===== src/rtl/uart_pack_pkg.sv =====
// Shared definitions for the UART byte/word packing blocks (bytes_to_word, word_to_bytes).
// Holds the packer FSM encoding, the EOT byte value and the byte/word widths.
package uart_pack_pkg;

  localparam int BYTE_W = 8;
  localparam int WORD_W = 32;
  localparam logic [BYTE_W-1:0] EOT_DEFAULT = 8'h04;

  typedef enum logic [1:0] {
    COLLECT  = 2'd0,
    ACK      = 2'd1,
    WAIT_CLR = 2'd2,
    EMIT     = 2'd3
  } pack_state_t;

  // Lane 0 is the MSB lane, so the first byte of a word lands in [31:24].
  function automatic logic [WORD_W-1:0] put_lane(input logic [WORD_W-1:0] w,
                                                  input logic [1:0]        lane,
                                                  input logic [BYTE_W-1:0] b);
    logic [WORD_W-1:0] r;
    r = w;
    case (lane)
      2'd0:    r[31:24] = b;
      2'd1:    r[23:16] = b;
      2'd2:    r[15:8]  = b;
      default: r[7:0]   = b;
    endcase
    return r;
  endfunction

endpackage


===== src/rtl/bytes_to_word.sv =====
// Packs bytes from a UART receiver into 32-bit words, MSB lane first, with EOT-terminated
// short words and an inter-byte idle timeout that discards a stalled partial word.
module bytes_to_word
  import uart_pack_pkg::*;
#(
  parameter logic [BYTE_W-1:0] EOT_CHAR       = EOT_DEFAULT,
  parameter logic [31:0]       TIMEOUT_CYCLES = 32'd200000
) (
  input  logic              clk,
  input  logic              rst,
  input  logic              rx_readable,
  input  logic [BYTE_W-1:0] rx_data,
  output logic              rx_used_tick,
  output logic [WORD_W-1:0] word_out,
  output logic              word_valid,
  input  logic              word_ready,
  output logic [2:0]        word_bytes,
  output logic              word_last,
  output logic              msg_done_tick,
  output logic              timeout_err,
  output logic [1:0]        dbg_state
);

  // Word handshake: a word transfers on a rising edge where word_valid=1 and
  // word_ready=1; once raised, word_valid and the word fields hold until that edge,
  // and word_ready while word_valid=0 is ignored.

  pack_state_t       state, next_state;
  logic [BYTE_W-1:0] byte_reg;
  logic [WORD_W-1:0] word_reg;
  logic [2:0]        byte_idx;
  logic              last_reg;
  logic              emit_pend;
  logic [31:0]       idle_cnt;
  logic              is_eot;

  assign is_eot     = (byte_reg == EOT_CHAR);
  assign word_out   = word_reg;
  assign word_bytes = byte_idx;
  assign word_last  = last_reg;
  assign dbg_state  = state;

  always_ff @(posedge clk or negedge rst) begin
    if (!rst) state <= COLLECT;
    else      state <= next_state;
  end

  always_comb begin
    next_state    = state;
    rx_used_tick  = 1'b0;
    msg_done_tick = 1'b0;
    word_valid    = 1'b0;
    case (state)
      COLLECT: begin
        if (rx_readable) next_state = ACK;
      end
      ACK: begin
        rx_used_tick  = 1'b1;
        msg_done_tick = is_eot;
        next_state    = WAIT_CLR;
      end
      WAIT_CLR: begin
        // The receiver must drop readable first, otherwise the same byte is read twice.
        if (!rx_readable) next_state = emit_pend ? EMIT : COLLECT;
      end
      EMIT: begin
        word_valid = 1'b1;
        if (word_ready) next_state = COLLECT;
      end
      default: next_state = COLLECT;
    endcase
  end

  always_ff @(posedge clk or negedge rst) begin
    if (!rst) begin
      byte_reg    <= '0;
      word_reg    <= '0;
      byte_idx    <= '0;
      last_reg    <= 1'b0;
      emit_pend   <= 1'b0;
      idle_cnt    <= '0;
      timeout_err <= 1'b0;
    end else begin
      case (state)
        COLLECT: begin
          if (rx_readable) begin
            byte_reg <= rx_data;
            idle_cnt <= '0;
          end else if (byte_idx != 3'd0) begin
            if (idle_cnt == TIMEOUT_CYCLES - 32'd1) begin
              timeout_err <= 1'b1;
              word_reg    <= '0;
              byte_idx    <= '0;
              idle_cnt    <= '0;
            end else begin
              idle_cnt <= idle_cnt + 32'd1;
            end
          end else begin
            idle_cnt <= '0;
          end
        end
        ACK: begin
          idle_cnt <= '0;
          if (is_eot) begin
            // Unused low lanes are already zero because the word starts cleared.
            if (byte_idx != 3'd0) begin
              last_reg  <= 1'b1;
              emit_pend <= 1'b1;
            end
          end else begin
            word_reg <= put_lane(word_reg, byte_idx[1:0], byte_reg);
            byte_idx <= byte_idx + 3'd1;
            if (byte_idx == 3'd3) emit_pend <= 1'b1;
          end
        end
        WAIT_CLR: begin
          idle_cnt <= '0;
        end
        EMIT: begin
          idle_cnt <= '0;
          if (word_ready) begin
            word_reg  <= '0;
            byte_idx  <= '0;
            last_reg  <= 1'b0;
            emit_pend <= 1'b0;
          end
        end
        default: idle_cnt <= '0;
      endcase
    end
  end

endmodule


===== config.mk =====
export PLATFORM = sky130hd
export DESIGN_NAME = bytes_to_word
export DESIGN_NICKNAME = d
export VERILOG_FILES = /design/src/rtl/uart_pack_pkg.sv /design/src/rtl/bytes_to_word.sv
export SDC_FILE = /design/constraint.sdc
export NUM_CORES = 1
export LEC_CHECK = 0
export BUFFER_PORTS_ARGS = -buffer_cell sky130_fd_sc_hd__buf_2
export CAP_MARGIN = 20
export CELL_PAD_IN_SITES_DETAIL_PLACEMENT = 0
export CELL_PAD_IN_SITES_GLOBAL_PLACEMENT = 1
export CORE_ASPECT_RATIO = 1.5
export CORE_MARGIN = 2
export CORE_UTILIZATION = 41
export DETAILED_ROUTE_END_ITERATION = 16
export PLACE_DENSITY = 0.78
export REMOVE_ABC_BUFFERS = 1
export SYNTH_ARGS = -nofsm -noshare
export SYNTH_HDL_FRONTEND = slang
export SYNTH_SLANG_ARGS = --single-unit

===== constraint.sdc =====
create_clock -name clk -period 1.97 [get_ports clk]
set_clock_uncertainty 0.1 [all_clocks]
set_input_delay 0.0985 -clock clk [delete_from_list [all_inputs] [get_ports clk]]
set_output_delay 0.0985 -clock clk [all_outputs]
set_load 0.01 [all_outputs]

=== After elaboration in Yosys (flattened, before gate mapping) ===
Cells that the tools add are included.

* Add/subtract/negate cells: 2
* Equal/unequal tests: 23
* Multiplexer cells: 35
* Bitwise gates (word level): 1
* Reduce and logical (&&, ||, !) cells: 17

{| class="wikitable"
|+ Operator list
! operator !! number
|-
| 2-to-1 mux 32 bit || 8
|-
| one-hot mux 32 bit (3 select lines) || 1
|-
| one-hot mux 32 bit (2 select lines) || 1
|-
| adder 32 x 1 -> 32 bit (second input constant) || 1
|-
| == test 32 x 18 -> 1 bit (second input constant) || 1
|-
| 2-to-1 mux 8 bit || 4
|-
| AND reduction 7 bit || 4
|-
| inequality test 2 bit (second input constant) || 10
|-
| 2-to-1 mux 3 bit || 5
|-
| AND reduction 4 bit || 3
|-
| one-hot mux 3 bit (3 select lines) || 1
|-
| == test 8 x 3 -> 1 bit (second input constant) || 1
|-
| 2-to-1 mux 1 bit || 8
|-
| 2-to-1 mux 2 bit || 4
|-
| one-hot mux 2 bit (4 select lines) || 1
|-
| == test 2 bit (second input constant) || 3
|-
| inequality test 2 x 1 -> 1 bit (second input constant) || 3
|-
| inequality test 3 bit (second input constant) || 2
|-
| AND reduction 6 bit || 1
|-
| nonzero test 3 bit || 2
|-
| OR reduction 3 bit || 2
|-
| == test 2 x 1 -> 1 bit (second input constant) || 2
|-
| logical NOT 2 bit || 2
|-
| one-hot mux 1 bit (2 select lines) || 2
|-
| other kinds (6) || 6
|}

* Register bits after elaboration: 80
* Input port bits: 12
* Output and inout port bits: 42
* Logic and storage cells: 89

=== Longest topological paths before layout ===
Gate-level depths: netlist (run 1).

* Word-level depth: 5
* Depth in mapped cells: 8
* Gate-level depth less buffers: 6

=== Worst setup path after synthesis (run 1) ===
Ideal clock, no wire load.

* Path type: flip-flop to flip-flop
* Start point: register state[1] (netlist: dbg_state[1])
* End point: register word_reg[10] (netlist: word_out[10])
* Library setup time: 0.149 ns
* Arrival: 1.790 ns
* Data required time: 1.721 ns
* Setup slack: -0.070 ns
* Stages on the path, launching flop included: 7
* Path buffers: 2
* Clock period less this slack: 2.040 ns
* Cell sequence: dfrtp_1 buf_2 o21ba_2 or2_0 clkbuf_1 nor3_1 o211ai_1

* Word-level cells in the longest chain between the ends: 3
* Elaborated cells between the ends (all ways): 12
* Classes of those cells: eq/ne (8); mux (1); reduce/logical (3)

{| class="wikitable"
|+ Ends and longest elaborated chain
! item !! RTL line !! text
|-
| from (decl) || bytes_to_word.sv:28 || <nowiki>pack_state_t state, next_state;</nowiki>
|-
| from (signal assigned) || bytes_to_word.sv:45 || <nowiki>else state <= next_state;</nowiki>
|-
| == test 2 x 1 -> 1 bit (tied with other cells) || bytes_to_word.sv:84 || <nowiki>case (state)</nowiki>
|-
| inequality test 2 x 1 -> 1 bit (no line) (tied with other cells) || - ||
|-
| AND reduction 7 bit (no line) || - ||
|-
| to (signal assigned) || bytes_to_word.sv:111 || <nowiki>word_reg <= put_lane(word_reg, byte_idx[1:0], byte_reg);</nowiki>
|-
| to (decl) || bytes_to_word.sv:30 || <nowiki>logic [WORD_W-1:0] word_reg;</nowiki>
|}

Several ways; a longest one is shown, not always the timed one.
A chain may end at the register's enable or synchronous reset.

=== Final worst setup path (run 1) ===
* Start point: register idle_cnt[26]
* End point: register word_reg[0] (netlist: word_out[0])

* Word-level cells in the longest chain between the ends: 3

{| class="wikitable"
|+ Ends and longest elaborated chain
! item !! RTL line !! text
|-
| from (decl) || bytes_to_word.sv:34 || <nowiki>logic [31:0] idle_cnt;</nowiki>
|-
| from (signal assigned) || bytes_to_word.sv:96 || <nowiki>idle_cnt <= idle_cnt + 32'd1;</nowiki>
|-
| == test 32 x 18 -> 1 bit || bytes_to_word.sv:90 || <nowiki>if (idle_cnt == TIMEOUT_CYCLES - 32'd1) begin</nowiki>
|-
| inequality test 2 bit (no line) || - ||
|-
| AND reduction 7 bit (no line) || - ||
|}

No other way between the ends.

==> impl_metrics.env, run 1 <==
export IMPL_diodes=0
export IMPL_synth_cell_area_um2=4466
export IMPL_cap_viol_max_count=0
export IMPL_async_reset_ff_share_pct=100.0
export IMPL_hold_start="rx_readable"
export IMPL_final_antenna_net_count=0
export IMPL_numCtsBuffers=9
export IMPL_arrival_ns=2.12
export IMPL_placed_area_um2=5280
export IMPL_grt_usage_pct=22.73
export IMPL_p_per_area_nw_per_um2=1148
export IMPL_setup_viol=38
export IMPL_max_stage_delay_ns=0.41
export IMPL_dp_hpwl_um=8765
export IMPL_p_int_mw=4.336
export IMPL_synth_distinct_cells=45
export IMPL_first_pass_iters=7
export IMPL_clk_path_buf_depth=2
export IMPL_path_cells="nor4_4, buf_4, nand4_1, buf_8, o311ai_0, o211ai_1"
export IMPL_die_h_um=131.8
export IMPL_synth_edf_count=0
export IMPL_grt_first_pass_wirelength_um=21120
export IMPL_synth_top_area_share_pct=44.83
export IMPL_hold_ws_ns=0.07801
export IMPL_p_clk_share_pct=25.0
export IMPL_finalWorstSetupSlack_ns=-0.04820
export IMPL_final_common_cell="dfrtp_1"
export IMPL_p_leak_nw=2.553
export IMPL_yosys_warnings=0
export IMPL_violations="setup timing"
export IMPL_register_area_um2=2004
export IMPL_grt_max_degree=48
export IMPL_drive_gt1_share_pct=30.58
export IMPL_drc=0
export IMPL_io_pins=54
export IMPL_num_rows=46
export IMPL_r2r_start="idle_cnt[26]"
export IMPL_hold_class="primary input to flop"
export IMPL_viasPerCell=5.866
export IMPL_clk_latency_ns=0.34
export IMPL_synth_area_leader_cell="dfrtp_1"
export IMPL_final_fill_count=935
export IMPL_critical_path_class="flop to flop"
export IMPL_rsz0062_at_grt="true"
export IMPL_area_growth_pct=35.00
export IMPL_drt_total_wl_um=13130
export IMPL_clkSinkCount=80
export IMPL_start_util_pct=42.17
export IMPL_irDropWorstVdd_v=0.0006932
export IMPL_max_slew_margin_pct=60.81
export IMPL_switching_power_mw=2.587
export IMPL_hold_viol=0
export IMPL_synth_yosys_seq_area_share_pct=44.83
export IMPL_antenna_found_initial=0
export IMPL_status="finished with violations"
export IMPL_grt_overflow=0
export IMPL_clk_pin_slew_ns=0.06
export IMPL_maxSlewViolCount=0
export IMPL_worst_pin_slew_ns=0.5866
export IMPL_grt_pass1_vias=4230
export IMPL_dieArea_um2=11760
export IMPL_ys_ff_latch=80
export IMPL_synth_cells=470
export IMPL_cts_tree="done"
export IMPL_mostFrequentLayoutCells="dfrtp_1, buf_4, buf_2"
export IMPL_slowest_stage="dfrtp_1"
export IMPL_crit_fanout=35
export IMPL_fmax_ghz=0.4955
export IMPL_crit_path_start_kind="flop"
export IMPL_final_area_um2=6028
export IMPL_cp_startpoint="idle_cnt[26]"
export IMPL_multi_input_area_um2=2308
export IMPL_place_port_buffers=53
export IMPL_synth_area_leaders="dfrtp_1, o311ai_0, o211ai_1, nand3_1, inv_1"
export IMPL_fin_crit_sh_pct=102.4
export IMPL_cts_max_level=3
export IMPL_ys_flop_type="dfrtp_1"
export IMPL_wl_per_cell_um=18.09
export IMPL_initialDrtViolationCount=269
export IMPL_ctsRootBufferMaster="clkbuf_16"
export IMPL_postLayoutCoreUtil_pct=56.92
export IMPL_worst_ep_required_time_ns=2.07
export IMPL_p_comb_share_pct=40.7
export IMPL_fin_crit_ns=2.018
export IMPL_avgSynthCellArea_um2=9.501
export IMPL_worstSetupEndpointType="flop"
export IMPL_core_um2=10590
export IMPL_vias=4259
export IMPL_finalWeightedCongestion=0.8638
export IMPL_layout_nets=597
export IMPL_pwr_share_seq_pct=34.3
export IMPL_dieWidth_um=89.21
export IMPL_switching_share_pct=37.37
Yosys cell counts (all sizes together) (7+ instances only):
library cell / number
a211oi: 14
and2: 12
buf: 13
clkbuf: 23
dfrtp: 80
ha: 7
inv: 42
mux2: 8
nand2: 11
nand3: 46
nand4: 14
nor2: 9
nor3: 26
nor4: 7
o211ai: 33
o21ai: 18
o311ai: 34
or3: 12
or4: 9
xor2: 8
path summary, 6_finish.rpt:
path / to / slack (ns) / cells after the start
max in group asynchronous: idle_cnt[14] / 0.99 / 3
min in group asynchronous: word_out[21] / 0.15 / 2
worst max register to register: word_out[0] / -0.05 / 6
worst min register to register: timeout_err / 0.37 / 1
worst max-delay path: word_out[0] / -0.05 / 6
worst min-delay path: dbg_state[1] / 0.08 / 3
metal layers:
layer  vias to the layer above  share of wire, %  global-route usage [%]
li1                       2005                 -                       -
met1                      2097                40                   27.89
met2                       133                51                   37.70
met3                        24               5.0                   4.696
met4                         0               3.5                   9.950
met5                         -                 0                       0
critical path, delay by kind of cell, from the launching register on:
family	cells	cell delay, ns
simple gates	2	0.47
flops	1	0.41
buf+inv	2	0.38
compound gates	2	0.51
power by group through the flow:
stage / registers, mW / clock network, mW / logic [mW]
floorplan: 2.51 / 0 / 1.30
global placement: 2.36 / 0 / 2.50
detailed placement: 2.39 / 0 / 2.56
CTS: 2.36 / 1.76 / 2.67
global route: 2.42 / 1.83 / 3.10
finish: 2.37 / 1.73 / 2.82
area by class of cell:
cell class | instances | share of cell area, %
multi-input cells | 312 | 38.29
flip-flops and latches | 80 | 33.25
repair buffers | 133 | 17.77
clock buffers | 12 | 4.421
well taps | 144 | 2.989
inverters | 42 | 2.615
clock inverters | 3 | 0.6642
what timing repair did:
action,4_1_cts,5_1_grt
hold buffers,10,0
pin swaps,0,4
resized for setup,33,29
gates cloned,0,3
endpoints found under the hold margin,43,0
endpoints found under the setup margin,66,68
buffers inserted,5,4
per-stage QoR:
stage               instances  setup TNS (ns)  total power [mW]  worst slack, ns
detailed placement        689          -9.825             4.944          -0.2125
global placement          689          -8.948             4.856          -0.2180
floorplan                 434          -60.76             3.811           -1.666
finish                    726         -0.5800             6.923         -0.04820
CTS                       719        -0.06408             6.791         -0.02134
global route              726          -5.669             7.363          -0.1299
logic make-up (layout without fill, tap and decap cells):
group / Yosys count / in the layout / synth area share [%]
flops: 80 / 80 / 44.83
xor+xnor: 11 / 11 / 2.158
buf+inv: 78 / 190 / 6.921
simple gates: 169 / 169 / 22.53
mux: 9 / 9 / 2.242
fa+ha+maj: 7 / 7 / 1.961
compound gates: 116 / 116 / 19.36
No activity file was read; power rests on OpenSTA's default activity.
==> run 2, diff against run 1 <==
- BUFFER_PORTS_ARGS: -buffer_cell sky130_fd_sc_hd__buf_2 -> -buffer_cell sky130_fd_sc_hd__buf_4
- CORE_ASPECT_RATIO: 1.5 -> 1.4
==> impl_metrics.env, run 2 (synthesized netlist as in run 1, its figures left out) <==
export IMPL_status="finished with violations"
export IMPL_violations="setup timing"
export IMPL_pwr_share_seq_pct=33.7
export IMPL_io_pins=54
export IMPL_cap_viol_max_count=0
export IMPL_place_inst=688
export IMPL_grt_max_degree=53
export IMPL_hold_class="primary input to flop"
export IMPL_cp_startpoint="byte_reg[6]"
export IMPL_clk_path_buf_depth=2
export IMPL_fin_crit_ns=1.975
export IMPL_clk_latency_ns=0.34
export IMPL_wl_met3_um=771
export IMPL_r2r_start="byte_reg[6]"
export IMPL_crit_path_start_kind="flop"
export IMPL_numCtsBuffers=9
export IMPL_num_rows=45
export IMPL_worst_pin_slew_ns=0.5806
export IMPL_arrival_ns=2.08
export IMPL_p_per_area_nw_per_um2=1089
export IMPL_clkSinkCount=80
export IMPL_worst_ep_required_time_ns=2.08
export IMPL_cts_tree="done"
export IMPL_final_fill_count=890
export IMPL_dieWidth_um=92.20
export IMPL_mostFrequentLayoutCells="buf_4, dfrtp_1, nand3_1"
export IMPL_hold_viol=0
export IMPL_wl_met2_um=7609
export IMPL_switching_power_mw=2.735
export IMPL_critical_path_class="flop to flop"
export IMPL_ctsRootBufferMaster="clkbuf_16"
export IMPL_irDropWorstVdd_v=0.0005183
export IMPL_dieArea_um2=11750
export IMPL_diodes=0
export IMPL_p_int_mw=4.469
export IMPL_p_clk_share_pct=23.5
export IMPL_dp_hpwl_um=8778
export IMPL_finalWorstSetupSlack_ns=-0.005073
export IMPL_grt_overflow=0
export IMPL_rsz0062_at_grt="true"
export IMPL_p_comb_share_pct=42.8
export IMPL_switching_share_pct=37.97
export IMPL_die_h_um=127.5
export IMPL_drc=0
export IMPL_routed_top_layer="met4"
export IMPL_wl_met1_um=5487
export IMPL_final_area_um2=6615
export IMPL_antenna_found_initial=0
export IMPL_layout_nets=615
export IMPL_initialDrtViolationCount=226
export IMPL_grt_usage_pct=22.92
export IMPL_drt_total_wl_um=14270
export IMPL_hold_start="rx_readable"
export IMPL_clk_pin_slew_ns=0.06
export IMPL_core_um2=10750
export IMPL_final_common_cell="buf_4"
export IMPL_max_slew_margin_pct=61.08
export IMPL_placed_area_um2=5409
export IMPL_maxSlewViolCount=0
export IMPL_grt_pass1_vias=4274
export IMPL_final_antenna_net_count=0
export IMPL_drive_gt1_share_pct=38.60
export IMPL_fin_crit_sh_pct=100.3
export IMPL_p_leak_nw=2.702
export IMPL_fin_cells=742
export IMPL_worstSetupEndpointType="flop"
export IMPL_first_pass_iters=5
export IMPL_start_util_pct=41.52
export IMPL_grt_first_pass_wirelength_um=21470
export IMPL_viasPerCell=5.965
export IMPL_place_port_buffers=53
export IMPL_area_growth_pct=48.14
export IMPL_cts_max_level=3
export IMPL_wl_per_cell_um=19.23
export IMPL_finalWeightedCongestion=0.8240
export IMPL_setup_viol=3
export IMPL_fmax_ghz=0.5063
export IMPL_crit_fanout=17
export IMPL_vias=4426
==> run 2: cell count changes in the layout (fill, tap and decap cells not counted), moves of 5 or more <==
cell | previous run | this run
buf_4 | 53 | 110
o311ai_0 | 10 | 0
buf_2 | 52 | 1
buf_6 | 6 | 16
o311ai_4 | 0 | 5
o311ai_1 | 24 | 12
o311ai_2 | 0 | 17
a211oi_2 | 1 | 6
a211oi_1 | 13 | 8
==> run 2: critical path: stages (launching register included) <==
cell       delay (ns)
dfrtp_1          0.38
or4_4            0.57
or3_4            0.38
clkbuf_16        0.20
nand3_1          0.11
o211ai_1         0.10
==> run 2: power groups by stage <==
stage | Sequential [mW] | Combinational (mW) | Clock [mW]
2_1_floorplan | 2.51 | 1.30 | 0
3_3_place_gp | 2.36 | 2.69 | 0
3_5_place_dp | 2.39 | 2.74 | 0
4_1_cts | 2.37 | 2.81 | 1.72
5_1_grt | 2.48 | 3.35 | 1.78
6_report | 2.43 | 3.08 | 1.69
==> run 2: timing repair <==
action,CTS,global route
cloned,3,5
endpoints found under the setup margin,66,67
gates resized for setup,30,104
hold buffers,10,0
buffers inserted,3,18
endpoints found under the hold margin,38,0
pin swaps,8,22
==> run 2: stage by stage <==
stage          total power [mW]    TNS, ns  hold WS [ns]  util (%)  setup slack, ns
2_1_floorplan             3.811     -60.76       -0.2971         -           -1.666
3_3_place_gp              5.059     -4.367      -0.04456     50.30          -0.1106
3_5_place_dp              5.131     -6.475      -0.04088     50.30          -0.2175
4_1_cts                   6.905  -0.007995       0.03743     55.53        -0.007995
5_1_grt                   7.614     -2.193       0.06954     61.51         -0.09025
6_report                  7.204   -0.01205       0.03386     61.51        -0.005073
==> run 2: area by class of cell <==
type / instances / area (um^2) / area share (%)
multi-input cells: 312 / 2582 / 39.04
clock buffers: 10 / 239.0 / 3.613
clock inverters: 6 / 58.81 / 0.8890
well taps: 141 / 176.4 / 2.667
flip-flops and latches: 80 / 2009 / 30.38
inverters: 42 / 157.7 / 2.383
repair buffers: 151 / 1391 / 21.03
==> run 2: metal layers <==
| metal | up-vias | GRT usage (%) |
|---|---|---|
| li1 | 2046 | - |
| met1 | 2204 | 27.33 |
| met2 | 148 | 40.27 |
| met3 | 28 | 4.422 |
| met4 | 0 | 9.658 |
| met5 | - | 0 |
==> run 2: final timing paths <==
kind | endpoint | slack, ns | depth (start not counted)
max in group asynchronous | byte_reg[4] | 0.99 | 3
min in group asynchronous | word_out[19] | 0.14 | 2
worst min-delay path | dbg_state[1] | 0.03 | 3
worst max register to register | word_out[18] | -0.005 | 5
worst min register to register | timeout_err | 0.37 | 1
worst max-delay path | word_out[18] | -0.005 | 5
==> run 3, diff against run 2 <==
- ABC_AREA: default -> 1
- CORE_UTILIZATION: 41 -> 39
- PLACE_DENSITY: 0.78 -> 0.77
==> impl_metrics.env, run 3 <==
export IMPL_register_area_um2=2002
export IMPL_setup_tns_final_ns=0
export IMPL_grt_usage_pct=19.60
export IMPL_setup_viol=0
export IMPL_async_reset_ff_share_pct=100.0
export IMPL_p_clk_share_pct=25.2
export IMPL_hold_viol=0
export IMPL_synth_edf_count=0
export IMPL_switching_share_pct=39.00
export IMPL_path_cells="ha_2, nand3_2, buf_4, nor2_2, nand2_2, nor2_1, nand4_1, nand2_1, nand2_1, nor2_1"
export IMPL_cp_num_buf_inv=1
export IMPL_place_port_buffers=53
export IMPL_io_pins=54
export IMPL_switching_power_mw=2.586
export IMPL_cts_tree="done"
export IMPL_die_h_um=126.7
export IMPL_crit_fanout=4
export IMPL_vias=3806
export IMPL_dieWidth_um=91.67
export IMPL_yosys_warnings=0
export IMPL_worstSetupEndpointType="flop"
export IMPL_fin_crit_sh_pct=93.64
export IMPL_synth_cell_area_um2=4197
export IMPL_critical_path_class="flop to flop"
export IMPL_cp_top_family="simple AND/OR/NAND/NOR gates"
export IMPL_clk_pin_slew_ns=0.06
export IMPL_drive_gt1_share_pct=22.08
export IMPL_mostFrequentLayoutCells="nand2_1, buf_4, dfrtp_1"
export IMPL_cap_viol_max_count=0
export IMPL_slowest_stage="dfrtp_1"
export IMPL_fmax_ghz=0.5421
export IMPL_synth_cells=524
export IMPL_rsz0062_at_grt="false"
export IMPL_fin_cells=763
export IMPL_crit_path_start_kind="flop"
export IMPL_final_antenna_net_count=0
export IMPL_clk_path_buf_depth=2
export IMPL_worst_pin_slew_ns=0.6572
export IMPL_grt_pass1_vias=3745
export IMPL_p_leak_nw=2.631
export IMPL_worst_ep_required_time_ns=2.14
export IMPL_start_util_pct=40.33
export IMPL_placed_area_um2=4926
export IMPL_clkSinkCount=80
export IMPL_synth_area_leaders="dfrtp_1, nand2_1, nor2_1, nand4_1, inv_1"
export IMPL_cts_max_level=3
export IMPL_avgSynthCellArea_um2=8.009
export IMPL_drc=0
export IMPL_grt_first_pass_wirelength_um=18040
export IMPL_dieArea_um2=11620
export IMPL_synth_yosys_seq_area_share_pct=47.70
export IMPL_p_comb_share_pct=41.4
export IMPL_wl_per_cell_um=14.27
export IMPL_core_um2=10410
export IMPL_ys_ff_latch=80
export IMPL_dp_hpwl_um=8321
export IMPL_numCtsBuffers=9
export IMPL_area_growth_pct=28.53
export IMPL_final_fill_count=1013
export IMPL_maxSlewViolCount=0
export IMPL_max_stage_delay_ns=0.38
export IMPL_ctsRootBufferMaster="clkbuf_16"
export IMPL_diodes=0
export IMPL_yosysMostFrequentCell="nand2_1"
export IMPL_p_int_mw=4.046
export IMPL_first_pass_iters=4
export IMPL_viasPerCell=4.988
export IMPL_initialDrtViolationCount=116
export IMPL_p_per_area_nw_per_um2=1229
export IMPL_ys_flop_type="dfrtp_1"
export IMPL_hold_class="primary input to flop"
export IMPL_num_rows=44
export IMPL_ys_top_cells_by_count="nand2_1, dfrtp_1, nor2_1"
export IMPL_synth_top_area_share_pct=47.70
export IMPL_finalWeightedCongestion=0.9017
export IMPL_pwr_share_seq_pct=33.4
export IMPL_clk_latency_ns=0.34
export IMPL_final_common_cell="nand2_1"
export IMPL_irDropWorstVdd_v=0.0004832
export IMPL_synth_area_leader_cell="dfrtp_1"
export IMPL_arrival_ns=2.02
export IMPL_multi_input_area_um2=1957
export IMPL_layout_nets=639
export IMPL_max_slew_margin_pct=56.19
export IMPL_grt_max_degree=51
export IMPL_grt_overflow=0
export IMPL_fin_crit_ns=1.845
export IMPL_drt_total_wl_um=10890
export IMPL_final_area_um2=5394
export IMPL_place_inst=736
export IMPL_antenna_found_initial=0
export IMPL_synth_distinct_cells=35
export IMPL_status="finished, final reports clean"
export IMPL_power_total_mw=6.632
run 3: worst min-delay path, stage by stage:
cell and delay (ns):
buf_4 0.08, inv_1 0.06, nand2_1 0.13, nand2_1 0.07
run 3: path summary, 6_finish.rpt:
kind	from	to	slack, ns	cells after the start
setup / recovery	idle_cnt[0]	idle_cnt[24]	0.13	10
hold / removal	word_ready	dbg_state[0]	0.04	4
setup reg to reg	idle_cnt[0]	idle_cnt[24]	0.13	10
hold reg to reg	word_out[17]	word_out[17]	0.37	2
max in group asynchronous	rst	word_out[17]	0.87	3
min in group asynchronous	rst	word_out[31]	0.22	2
run 3: power by group through the flow:
stage               clock, mW  sequential, mW  combinational (mW)
finish                   1.67            2.22                2.75
CTS                      1.71            2.21                2.70
floorplan                   0            2.32                1.39
detailed placement          0            2.24                2.67
global placement            0            2.23                2.63
global route             1.79            2.26                3.04
run 3: stage by stage:
stage | setup WS, ns | util, % | hold slack (ns)
2_1_floorplan | 0.004830 | - | -0.2971
3_3_place_gp | 0.08909 | 47.34 | 0.07475
3_5_place_dp | 0.01838 | 47.34 | 0.07581
4_1_cts | 0.01284 | 51.09 | 0.02103
5_1_grt | 0.004000 | 51.84 | 0.03830
6_report | 0.1252 | 51.84 | 0.04182
run 3: layout make-up:
| cell class | count | area share, % |
|---|---|---|
| timing repair buffer | 95 | 13.87 |
| clock inverter | 4 | 0.9974 |
| clock buffer | 12 | 4.570 |
| tap | 138 | 3.201 |
| inverter | 57 | 3.967 |
| multi-input combinational | 377 | 36.28 |
| sequential | 80 | 37.11 |
run 3: cells by family after synthesis:
| group | Yosys count | share of synthesized area (%) |
|---|---|---|
| buffers and inverters | 68 | 7.334 |
| XOR/XNOR | 12 | 2.504 |
| adder cells (fa/ha/maj) | 7 | 2.087 |
| AO/OA/AOI/OAI | 45 | 6.202 |
| AND/OR/NAND/NOR | 312 | 34.17 |
| flip-flops | 80 | 47.70 |
run 3: routing by layer:
metal,global-route usage (%),part of all wire [%],wire [um]
met4,10.78,3.9,428
met3,3.147,3.3,362
met5,0,0,0
met2,35.29,53,5775
met1,21.81,40,4321
run 3: repair_timing:
| action | in CTS | in global routing |
|---|---|---|
| endpoints found under the hold margin | 55 | 0 |
| buffers inserted | 0 | 1 |
| hold buffers | 9 | 0 |
| setup endpoints to repair | 0 | 44 |
| resized for setup | 0 | 16 |
